<file path="src/rtl/gpu_pkg.sv">
// Shared types for the pixel writer: pixel record, writer FSM states and
// the framebuffer coordinate/channel widths.
package gpu_pkg;

  localparam int WIDTH_BITS   = 10;
  localparam int HEIGHT_BITS  = 9;
  localparam int CHANNEL_BITS = 8;

  typedef struct packed {
    logic [WIDTH_BITS-1:0]   x;
    logic [HEIGHT_BITS-1:0]  y;
    logic [CHANNEL_BITS-1:0] r;
    logic [CHANNEL_BITS-1:0] g;
    logic [CHANNEL_BITS-1:0] b;
  } pixel_t;

  typedef enum logic [1:0] {
    IDLE,
    CALC,
    WRITE
  } writer_state_t;

  function automatic logic [3*CHANNEL_BITS-1:0] pack_rgb(pixel_t p);
    return {p.r, p.g, p.b};
  endfunction

endpackage

</file>
<file path="src/rtl/gpu_pixel_writer_if.sv">
// Pixel-stream and SRAM-write handshake bundle; the writer sits on the slave side.
interface gpu_pixel_writer_if
  import gpu_pkg::*;
#(
  parameter int ADDR_BITS = 19
);

  logic                      pix_valid_i;
  logic [WIDTH_BITS-1:0]     x_i;
  logic [HEIGHT_BITS-1:0]    y_i;
  logic [CHANNEL_BITS-1:0]   r_i;
  logic [CHANNEL_BITS-1:0]   g_i;
  logic [CHANNEL_BITS-1:0]   b_i;
  logic                      pix_ready_o;
  logic [ADDR_BITS-1:0]      mem_addr_o;
  logic [3*CHANNEL_BITS-1:0] mem_data_o;
  logic                      mem_wr_o;
  logic                      mem_ack_i;

  modport slave (
    input  pix_valid_i, x_i, y_i, r_i, g_i, b_i, mem_ack_i,
    output pix_ready_o, mem_addr_o, mem_data_o, mem_wr_o
  );

  modport master (
    output pix_valid_i, x_i, y_i, r_i, g_i, b_i, mem_ack_i,
    input  pix_ready_o, mem_addr_o, mem_data_o, mem_wr_o
  );

endinterface

</file>
<file path="src/rtl/gpu_pixel_fifo.sv">
// Synchronous pixel FIFO with full/empty flags; pointers carry one extra wrap bit.
module gpu_pixel_fifo
  import gpu_pkg::*;
#(
  parameter int DEPTH = 8
) (
  input  logic   clk,
  input  logic   rst,
  input  logic   push,
  input  pixel_t din,
  input  logic   pop,
  output pixel_t dout,
  output logic   full,
  output logic   empty
);

  localparam int AW = $clog2(DEPTH);

  logic [AW:0] wr_ptr_q, wr_ptr_d;
  logic [AW:0] rd_ptr_q, rd_ptr_d;
  pixel_t      mem [DEPTH];

  assign empty = (wr_ptr_q == rd_ptr_q);
  assign full  = (wr_ptr_q[AW] != rd_ptr_q[AW]) &&
                 (wr_ptr_q[AW-1:0] == rd_ptr_q[AW-1:0]);
  assign dout  = mem[rd_ptr_q[AW-1:0]];

  always_comb begin
    wr_ptr_d = wr_ptr_q;
    rd_ptr_d = rd_ptr_q;
    if (push && !full)  wr_ptr_d = wr_ptr_q + 1'b1;
    if (pop  && !empty) rd_ptr_d = rd_ptr_q + 1'b1;
  end

  always_ff @(posedge clk or posedge rst) begin
    if (rst) begin
      wr_ptr_q <= '0;
      rd_ptr_q <= '0;
    end else begin
      wr_ptr_q <= wr_ptr_d;
      rd_ptr_q <= rd_ptr_d;
    end
  end

  // Storage is data only; emptiness is defined by the pointers.
  always_ff @(posedge clk) begin
    if (push && !full) mem[wr_ptr_q[AW-1:0]] <= din;
  end

endmodule

</file>
<file path="src/rtl/gpu_pixel_writer.sv">
// Buffers rasterizer pixels and issues framebuffer SRAM writes (IDLE/CALC/WRITE).
// Optional GPU_PIXEL_CLIP_EN drops off-screen pixels and counts them.
module gpu_pixel_writer
  import gpu_pkg::*;
#(
  parameter int SCREEN_W   = 640,
  parameter int SCREEN_H   = 480,
  parameter int ADDR_BITS  = 19,
  parameter int FIFO_DEPTH = 8
) (
  input  logic               clk,
  input  logic               rst,
  gpu_pixel_writer_if.slave  bus,
  output logic               busy_o,
  output logic [15:0]        drop_cnt_o
);

  if (FIFO_DEPTH < 2 || (FIFO_DEPTH & (FIFO_DEPTH - 1)) != 0 ||
      SCREEN_W < 1 || SCREEN_H < 1) begin : g_param_check
    $error("gpu_pixel_writer: illegal parameter value");
  end

  // Constant-width multiply; the product wraps modulo 2^ADDR_BITS.
  function automatic logic [ADDR_BITS-1:0] pixel_addr(pixel_t p);
    return ADDR_BITS'(p.y) * ADDR_BITS'(SCREEN_W) + ADDR_BITS'(p.x);
  endfunction

  pixel_t fifo_din, fifo_head;
  logic   fifo_push, fifo_pop, fifo_full, fifo_empty;
  logic   accept;

  assign fifo_din = '{x: bus.x_i, y: bus.y_i, r: bus.r_i, g: bus.g_i, b: bus.b_i};
  assign bus.pix_ready_o = !fifo_full;
  assign accept = bus.pix_valid_i && !fifo_full;

`ifdef GPU_PIXEL_CLIP_EN
  logic        in_range;
  logic [15:0] drop_cnt_q, drop_cnt_d;

  assign in_range  = (32'(bus.x_i) < 32'(SCREEN_W)) && (32'(bus.y_i) < 32'(SCREEN_H));
  assign fifo_push = accept && in_range;

  always_comb begin
    drop_cnt_d = drop_cnt_q;
    if (accept && !in_range && drop_cnt_q != 16'hFFFF) drop_cnt_d = drop_cnt_q + 16'd1;
  end

  always_ff @(posedge clk or posedge rst) begin
    if (rst) drop_cnt_q <= '0;
    else     drop_cnt_q <= drop_cnt_d;
  end

  assign drop_cnt_o = drop_cnt_q;
`else
  assign fifo_push  = accept;
  assign drop_cnt_o = '0;
`endif

  gpu_pixel_fifo #(.DEPTH(FIFO_DEPTH)) u_fifo (
    .clk   (clk),
    .rst   (rst),
    .push  (fifo_push),
    .din   (fifo_din),
    .pop   (fifo_pop),
    .dout  (fifo_head),
    .full  (fifo_full),
    .empty (fifo_empty)
  );

  writer_state_t             state_q, state_d;
  pixel_t                    cur_q, cur_d;
  logic [ADDR_BITS-1:0]      addr_q, addr_d;
  logic [3*CHANNEL_BITS-1:0] data_q, data_d;
  logic                      wr_q, wr_d;

  always_comb begin
    state_d  = state_q;
    cur_d    = cur_q;
    addr_d   = addr_q;
    data_d   = data_q;
    wr_d     = wr_q;
    fifo_pop = 1'b0;
    case (state_q)
      IDLE: begin
        if (!fifo_empty) begin
          fifo_pop = 1'b1;
          cur_d    = fifo_head;
          state_d  = CALC;
        end
      end
      CALC: begin
        addr_d  = pixel_addr(cur_q);
        data_d  = pack_rgb(cur_q);
        wr_d    = 1'b1;
        state_d = WRITE;
      end
      WRITE: begin
        // Address and data stay frozen until the arbiter acknowledges.
        if (bus.mem_ack_i) begin
          wr_d = 1'b0;
          if (!fifo_empty) begin
            fifo_pop = 1'b1;
            cur_d    = fifo_head;
            state_d  = CALC;
          end else begin
            state_d = IDLE;
          end
        end
      end
      default: state_d = IDLE;
    endcase
  end

  always_ff @(posedge clk or posedge rst) begin
    if (rst) begin
      state_q <= IDLE;
      addr_q  <= '0;
      data_q  <= '0;
      wr_q    <= 1'b0;
    end else begin
      state_q <= state_d;
      addr_q  <= addr_d;
      data_q  <= data_d;
      wr_q    <= wr_d;
    end
  end

  always_ff @(posedge clk) begin
    cur_q <= cur_d;
  end

  assign bus.mem_addr_o = addr_q;
  assign bus.mem_data_o = data_q;
  assign bus.mem_wr_o   = wr_q;
  assign busy_o         = !fifo_empty || (state_q != IDLE);

endmodule

</file>
<file path="src/flat_wrapper.sv">
// flat-port wrapper written by rule: the top's interface ports become plain ports
module gpu_pixel_writer_flat import gpu_pkg::*;
#(
  parameter int SCREEN_W   = 640,
  parameter int SCREEN_H   = 480,
  parameter int ADDR_BITS  = 19,
  parameter int FIFO_DEPTH = 8
)
  (clk, rst, busy_o, drop_cnt_o, bus_pix_valid_i, bus_x_i, bus_y_i, bus_r_i, bus_g_i, bus_b_i, bus_mem_ack_i, bus_pix_ready_o, bus_mem_addr_o, bus_mem_data_o, bus_mem_wr_o);
  gpu_pixel_writer_if #(.ADDR_BITS(ADDR_BITS)) bus_i ();
  input  logic clk;
  input  logic rst;
  output logic busy_o;
  output logic [15:0] drop_cnt_o;
  input wire logic [$bits(bus_i.pix_valid_i)-1:0] bus_pix_valid_i;
  input wire logic [$bits(bus_i.x_i)-1:0] bus_x_i;
  input wire logic [$bits(bus_i.y_i)-1:0] bus_y_i;
  input wire logic [$bits(bus_i.r_i)-1:0] bus_r_i;
  input wire logic [$bits(bus_i.g_i)-1:0] bus_g_i;
  input wire logic [$bits(bus_i.b_i)-1:0] bus_b_i;
  input wire logic [$bits(bus_i.mem_ack_i)-1:0] bus_mem_ack_i;
  output wire logic [$bits(bus_i.pix_ready_o)-1:0] bus_pix_ready_o;
  output wire logic [$bits(bus_i.mem_addr_o)-1:0] bus_mem_addr_o;
  output wire logic [$bits(bus_i.mem_data_o)-1:0] bus_mem_data_o;
  output wire logic [$bits(bus_i.mem_wr_o)-1:0] bus_mem_wr_o;
  assign bus_i.pix_valid_i = bus_pix_valid_i;
  assign bus_i.x_i = bus_x_i;
  assign bus_i.y_i = bus_y_i;
  assign bus_i.r_i = bus_r_i;
  assign bus_i.g_i = bus_g_i;
  assign bus_i.b_i = bus_b_i;
  assign bus_i.mem_ack_i = bus_mem_ack_i;
  assign bus_pix_ready_o = bus_i.pix_ready_o;
  assign bus_mem_addr_o = bus_i.mem_addr_o;
  assign bus_mem_data_o = bus_i.mem_data_o;
  assign bus_mem_wr_o = bus_i.mem_wr_o;
  gpu_pixel_writer #(.SCREEN_W(SCREEN_W), .SCREEN_H(SCREEN_H), .ADDR_BITS(ADDR_BITS), .FIFO_DEPTH(FIFO_DEPTH)) u_core (.clk(clk), .rst(rst), .bus(bus_i), .busy_o(busy_o), .drop_cnt_o(drop_cnt_o));
endmodule
</file>
<file path="config.mk">
export PLATFORM = sky130hd
export DESIGN_NAME = gpu_pixel_writer_flat
export DESIGN_NICKNAME = d
export VERILOG_FILES = /design/src/rtl/gpu_pkg.sv /design/src/rtl/gpu_pixel_writer_if.sv /design/src/rtl/gpu_pixel_fifo.sv /design/src/rtl/gpu_pixel_writer.sv /design/src/flat_wrapper.sv
export SDC_FILE = /design/constraint.sdc
export NUM_CORES = 1
export LEC_CHECK = 0
export CAP_MARGIN = 0
export CELL_PAD_IN_SITES_DETAIL_PLACEMENT = 0
export CELL_PAD_IN_SITES_GLOBAL_PLACEMENT = 1
export CORE_MARGIN = 5
export CORE_UTILIZATION = 51
export DETAILED_ROUTE_END_ITERATION = 10
export PLACE_DENSITY_LB_ADDON = 0.1
export SLEW_MARGIN = 20
export SYNTH_ARGS = -nofsm -noshare
export SYNTH_HDL_FRONTEND = slang
export SYNTH_SLANG_ARGS = --single-unit
</file>
<file path="constraint.sdc">
create_clock -name clk -period 5.38 [get_ports clk]
set_clock_uncertainty 0.05 [all_clocks]
set_input_delay 1.076 -clock clk [delete_from_list [all_inputs] [get_ports clk]]
set_output_delay 1.076 -clock clk [all_outputs]
set_load 0.02 [all_outputs]
</file>
==> impl_metrics.toml <==
[setup_path]
worst-path-max-fanout = 33
crit_start = "u_core.u_fifo.rd_ptr_q[1]$_DFFE_PP0P_"
worstSetupStartpointType = "flip-flop"
rr_worst_depth = 6
end_kind = "output port"
crit_buf_inv = 1
critPathKind = "reg2out"
cp.required_ns = 4.25
crit_path_top_delay_cell = "dfrtp_4"
rrSetupSlack_ns = 2.28
crit_chain = "xnor2_1, nand3_1, nor2_1, nand2_1, clkdlybuf4s50_1"
reg2reg_to = "u_core.u_fifo.mem[1][4]$_DFFE_PP_"
crit_arrival_ns = 2.66
cp_top_family = "flip-flops"
critPathMaxStageDelay_ns = 0.68
crit-reg2reg-launch = "u_core.u_fifo.rd_ptr_q[1]$_DFFE_PP0P_"

[final_layout]
fillCellCount = 2456
antennaDiodeCount = 0
multi_input_area_um2 = 3970
fin_util = 0.603
nNetsFinal = 1055
drive_above_1_share = 0.238
area_delta_synth_final_pct = 17.4
seq_area_um2 = 13000

[sta]
worst_slack_ns = 1.59
max_freq_mhz = 264
setup_tns_ns = 0
slew_violations = 0
hold_viol_final = 0
period_needed_ns = 3.79
fin_hold_ws_ns = 0.385
grt_setup_unrepaired = "false"
timing.final.crit_share = 0.704
tightest_slew_ns = 1.01
setup_viol = 0
slew_headroom = 0.328

[place]
place.gp.congestion = 0.740
dp_hpwl_um = 19400
io_buffers = 92
dp_slack_ns = 1.77

[cts]
clock_latency_ns = 0.53
cts_buffer_depth = 3
cts.repair.resized = 0
clkSinkCount = 441
cts_tree = "built"
clockRootBuffer = "clkbuf_16"
clk_pin_slew_ns = 0.06
ctsHoldBuffers = 0
htree_levels = 2
post-cts-setup-buffers = 0
cts-buffers-inserted = 46

[power]
power_uw = 12300
power_density_nw_per_um2 = 614
vdd_drop_max_uv = 299
p_leak_uw = 0.00691

[routing]
drc = 0
met1_length_um = 14300
wl_met3_um = 1260
routed-wl-met2_um = 16900
wl_um = 33000
drt_iter0_markers = 521
num_vias = 8039
vias_per_cell = 5.46
top_layer = "met4"
ant_nets = 0
avgRoutedWirePerCell_um = 22.4
drt_first_pass_iters = 5

[outcome]
outcome = "complete, no violations"

[synth]
ys_warn_count = 0
synth_area_um2 = 17100
async_reset_ff_frac = 0.122
netlist_instances = 868
synth_seq_cells = 441
synth_edf_count = 387
seq_area_frac_synth = 0.758
synth_ff_type = "edfxtp_1"
syn_avg_cell_area_um2 = 19.7
yosysUniqueCellTypes = 47

[worst_hold_path]
hp-class = "reg2reg"
holdCritStartpoint = "u_core.cur_q[13]$_DFFE_PP_"
holdPathStages = 2
holdPathEnd = "u_core.bus.mem_data_o[13]$_DFFE_PP0P_"

[flow_run]
max-cap-violations = 0

[global_routing]
antenna_found_initial = 0
track_usage = 0.180
grt-ovfl-total = 0
grt_pass1_wl_um = 52200
grt_start_max_net_pins = 59
grt_pass1_vias = 8864

[die]
die_x_um = 193
pin_count = 109
die_height_um = 193
start_util = 0.513
dieArea_um2 = 37300
num_rows = 67
core_um2 = 33400
[placed cells by master, fill, tap and decap left out, types with 3 or more instances in the layout]
cell and n:
a21o_1 3, buf_4 17, clkinv_2 10, mux4_2 86, bufinv_16 6, mux2_2 45, xnor2_1 11, clkinvlp_4 4
conb_1 16, ha_1 19, xor2_1 8, nor2_4 6, nor2_1 14, clkdlybuf4s50_1 92, a21oi_1 5, inv_1 4
clkbuf_1 7, nand2b_1 4, edfxtp_1 387, nand2_1 115, dfrtp_1 51, clkbuf_16 47, a211oi_1 3, o21ai_0 14
clkinv_1 8
[layout make-up]
type | instances | area share
Clock buffer | 55 | 0.0605
Inverter | 5 | 0.000933
Clock inverter | 30 | 0.0153
Tap cell | 448 | 0.0279
Multi-Input combinational cell | 384 | 0.198
Sequential cell | 441 | 0.646
Timing Repair Buffer | 109 | 0.0522
[tightest hold or removal path, delay by kind of cell (launching register included)]
kind | cells | cell delay [ns]
DFF | 1 | 0.32
and+or+nand+nor | 2 | 0.08
[state kept, by name, summed over array words and instances, names as in the netlist]
name	cells
u_core.bus.mem_addr_o	19
u_core.bus.mem_data_o	24
u_core.bus.mem_wr_o	1
u_core.cur_q	43
u_core.state_q	2
u_core.u_fifo.mem	344
u_core.u_fifo.rd_ptr_q	4
u_core.u_fifo.wr_ptr_q	4
[synth_stat cells, types with 2 or more instances]
master      n  share of area
clkbuf_1   20         0.0044
nor2b_1     2        0.00073
xnor2_1    11         0.0056
a22oi_1     2        0.00088
edfxtp_1  387           0.68
a211oi_1    3         0.0013
nand4_1     2        0.00073
nand2_1   115          0.025
buf_4      16         0.0070
inv_1       5         0.0011
a21o_1      3         0.0013
nand2b_1    5         0.0018
and2_1      2        0.00073
mux4_2     86           0.11
mux2_2     45          0.030
nor2_1     20         0.0044
dfrtp_1    54          0.079
buf_2      13         0.0038
buf_1       2        0.00044
nand3_2     2         0.0012
xor2_2      2         0.0019
nor3_1      2        0.00058
fa_1        2         0.0023
ha_1       19          0.014
o21ai_0    14         0.0041
xor2_1      8         0.0041
a21oi_1     5         0.0015
or2_2       2        0.00073
[cell families after synthesis]
| kind of cell | synth area share |
|---|---|
| flops | 0.758 |
| buf+inv | 0.0177 |
| xor+xnor | 0.0116 |
| mux | 0.143 |
| other cells | 0.000219 |
| fa+ha+maj | 0.0162 |
| simple gates | 0.0400 |
| compound gates | 0.0138 |
[worst max path at each step]
| stage | endpoint | slack (ns) | cells after the start |
|---|---|---|---|
| after global routing | busy_o | 1.36 | 5 |
| after CTS | busy_o | 1.54 | 5 |
| after detailed placement | u_core.u_fifo.mem[1][7]$_DFFE_PP_ | 1.77 | 5 |
| final | busy_o | 1.59 | 5 |
| after floorplan | u_core.u_fifo.mem[0][0]$_DFFE_PP_ | 0.47 | 4 |
| after global placement | u_core.u_fifo.mem[1][7]$_DFFE_PP_ | 1.80 | 5 |
[per-stage QoR]
stage	cells	area [um2]
finish	1472	20100
global route	1472	20100
CTS	1472	20100
detailed placement	1387	18600
global placement	1387	18600
floorplan	883	17200
[where the power goes]
part	internal [uW]	leakage (uW)	switching (uW)	total (uW)
clock	1900	0.000740	1250	3150
combinational	1870	0.00197	2220	4080
sequential	4710	0.00420	388	5100
[metal layers]
layer,GRT usage,up-vias
li1,-,3612
met1,0.244,4219
met2,0.309,167
met3,0.0294,41
met4,0.0425,0
met5,0,-
No activity file was read; power rests on OpenSTA's default activity.
==> variant (same settings) <==
The option `GPU_PIXEL_CLIP_EN` is turned on by a define.
--- a/src/rtl/gpu_pixel_writer.sv
+++ b/src/rtl/gpu_pixel_writer.sv
@@ -1,5 +1,7 @@
 // Buffers rasterizer pixels and issues framebuffer SRAM writes (IDLE/CALC/WRITE).
 // Optional GPU_PIXEL_CLIP_EN drops off-screen pixels and counts them.
+`define GPU_PIXEL_CLIP_EN
+
 module gpu_pixel_writer
   import gpu_pkg::*;
 #(
Behaviour: not the same (a bounded check fails within 4 cycles, from zero or initial values and one cycle with rst high).
==> variant against the original RTL <==
- die area is 3.4% higher
- sequential cell count up 16
- wire length is 1.4% higher
- count of clock-buffer cells in the layout stayed put
- final area grew 4.2%
- power shrank 1.9%
- worst setup slack better by 0.17 ns
- maximum frequency is 4.8% higher
- final cell count rose by 5.4%
- synthesized area grew 3.6%
- global-route usage down 0.32 points
- critical path type unchanged
- largest cell class unchanged
- largest power group unchanged
- highest routed layer is now met5
==> variant: results (changes against the original RTL) <==
outcome:
  status: "complete, no violations"
routing:
  first_iter_violations: 494  # -5.2%
  avgViaCountPerCell: 5.457  # about the same
  num_vias: 8470  # +5.4%
  wirelength_mm: 33.45  # +1.4%
  drt_pass1_iterations: 4  # -1
yosys:
  synth-edff-count: 387  # unchanged
  yosysUniqueCellTypes: 45  # -4.3%
  synthTopCellsByArea: "edfxtp_1, mux4_2, dfrtp_1"
  ys_seq_area_share_pct: 75.38  # -0.38 points
  syn_nets: 996
  syn_area_per_cell_sq_um: 19.14  # -3.0%
  synth_common_cells: "edfxtp_1, nand2_1, mux4_2"
  async_flop_share_pct: 15.32  # +3.1 points
place:
  routabilityCongestion: 0.6965  # -5.8%
  port_buffers: 108  # +17%
  dp.cells: 1470  # +6.0%
  dpl.hpwl_mm: 18.91  # -2.5%
clocking:
  post_cts_buffers: 0  # unchanged
  cts_buffers: 46  # unchanged
grt:
  antenna_found_initial: 1  # +1
  grt_pass1_wl_mm: 52.70  # +0.87%
  grt_usage_pct: 17.64  # -0.32 points
  grt_pass1_vias: 8904  # +0.45%
  grt_max_degree: 59  # unchanged
cells_and_area:
  fin_nets: 1132  # +7.3%
  nFillCells: 2503  # +1.9%
  drive_above_1_share_pct: 21.70  # -2.1 points
  largest_reg_flops: 344  # unchanged
power:
  p_leak_nw: 7.305  # +5.7%
  intPower_mw: 8.372  # -1.3%
  irDropWorstVdd_mv: 0.3831  # +28%
critical_path:
  arrival_ns: 2.49  # -0.17 ns
worst_hold_path:
  hp-class: "register to register"
timing:
  relSlewSlack_pct: 39.08  # +6.3 points
variant: cell types whose count changed in the layout (fill, tap and decap cells not counted), sizes merged, moves of 5 or more:
cell and delta:
clkdlybuf4s50 +16, conb -16, dfrtp +16, xor2 +10, nand2 +8, inv +7, nor3 +7, xnor2 +6
nand3 +5, nand4 +5
variant: per-layer routing:
metal	vias up	global-route usage [%]	wire, um
li1	3892	-	-
met1	4374	25.09	15250
met2	160	29.36	16380
met3	42	2.991	1302
met4	2	3.750	511
met5	-	0	7
variant: worst paths after layout:
check	start	to	slack (ns)	depth (start not counted)
setup / recovery	u_core.u_fifo.rd_ptr_q[1]	busy_o	1.76	5
hold / removal	u_core.cur_q[2]	u_core.bus.mem_data_o[2]	0.39	2
setup reg to reg	u_core.u_fifo.rd_ptr_q[1]	u_core.u_fifo.mem[1][25]	2.36	5
hold reg to reg	u_core.cur_q[2]	u_core.bus.mem_data_o[2]	0.39	2
max in group asynchronous	rst	u_core.bus.mem_data_o[6]	3.43	3
min in group asynchronous	rst	u_core.bus.mem_addr_o[4]	0.94	2
variant: per-stage QoR:
stage	hold WS [ns]	TNS, ns	power (mW)	instance area (sq um)	worst slack [ns]
5_1_grt	0.4075	0	12.84	20950	1.605
2_1_floorplan	0.3646	-2.604	7.926	17760	-0.03854
3_5_place_dp	0.3713	0	9.212	19500	1.455
4_1_cts	0.3880	0	12.30	20950	1.725
3_3_place_gp	0.3694	0	9.177	19500	1.511
6_report	0.3856	0	12.11	20950	1.765
variant: worst max-delay path, stage by stage (launching register included):
cell	delay, ns
dfrtp_4	0.69
xnor2_1	0.29
nand3_1	0.09
nor2_1	0.24
nand2_1	0.09
clkdlybuf4s50_1	0.54
variant: cell type report:
type,count,area [sq um],share of cell area [%]
clock buffers,55,1246,5.947
clock inverters,27,207.7,0.9912
inverters,13,50.05,0.2388
multi-input cells,419,4245,20.26
flip-flops and latches,457,13380,63.86
well taps,455,569.3,2.717
repair buffers,126,1254,5.983
variant: cell families after synthesis:
kind of cell	synth area share, %
multiplexers	13.77
XOR/XNOR	1.827
AND/OR/NAND/NOR	5.057
flip-flops	75.38
adder cells (fa/ha/maj)	1.636
AO/OA/AOI/OAI	1.143
buffers and inverters	1.178
variant: power groups by stage:
stage | sequential, mW | combinational (mW) | clock [mW]
after detailed placement | 5.09 | 4.12 | 0
after CTS | 5.02 | 4.14 | 3.13
after global placement | 5.08 | 4.10 | 0
after floorplan | 5.17 | 2.75 | 0
final | 5.01 | 4.04 | 3.05
after global routing | 5.09 | 4.47 | 3.28
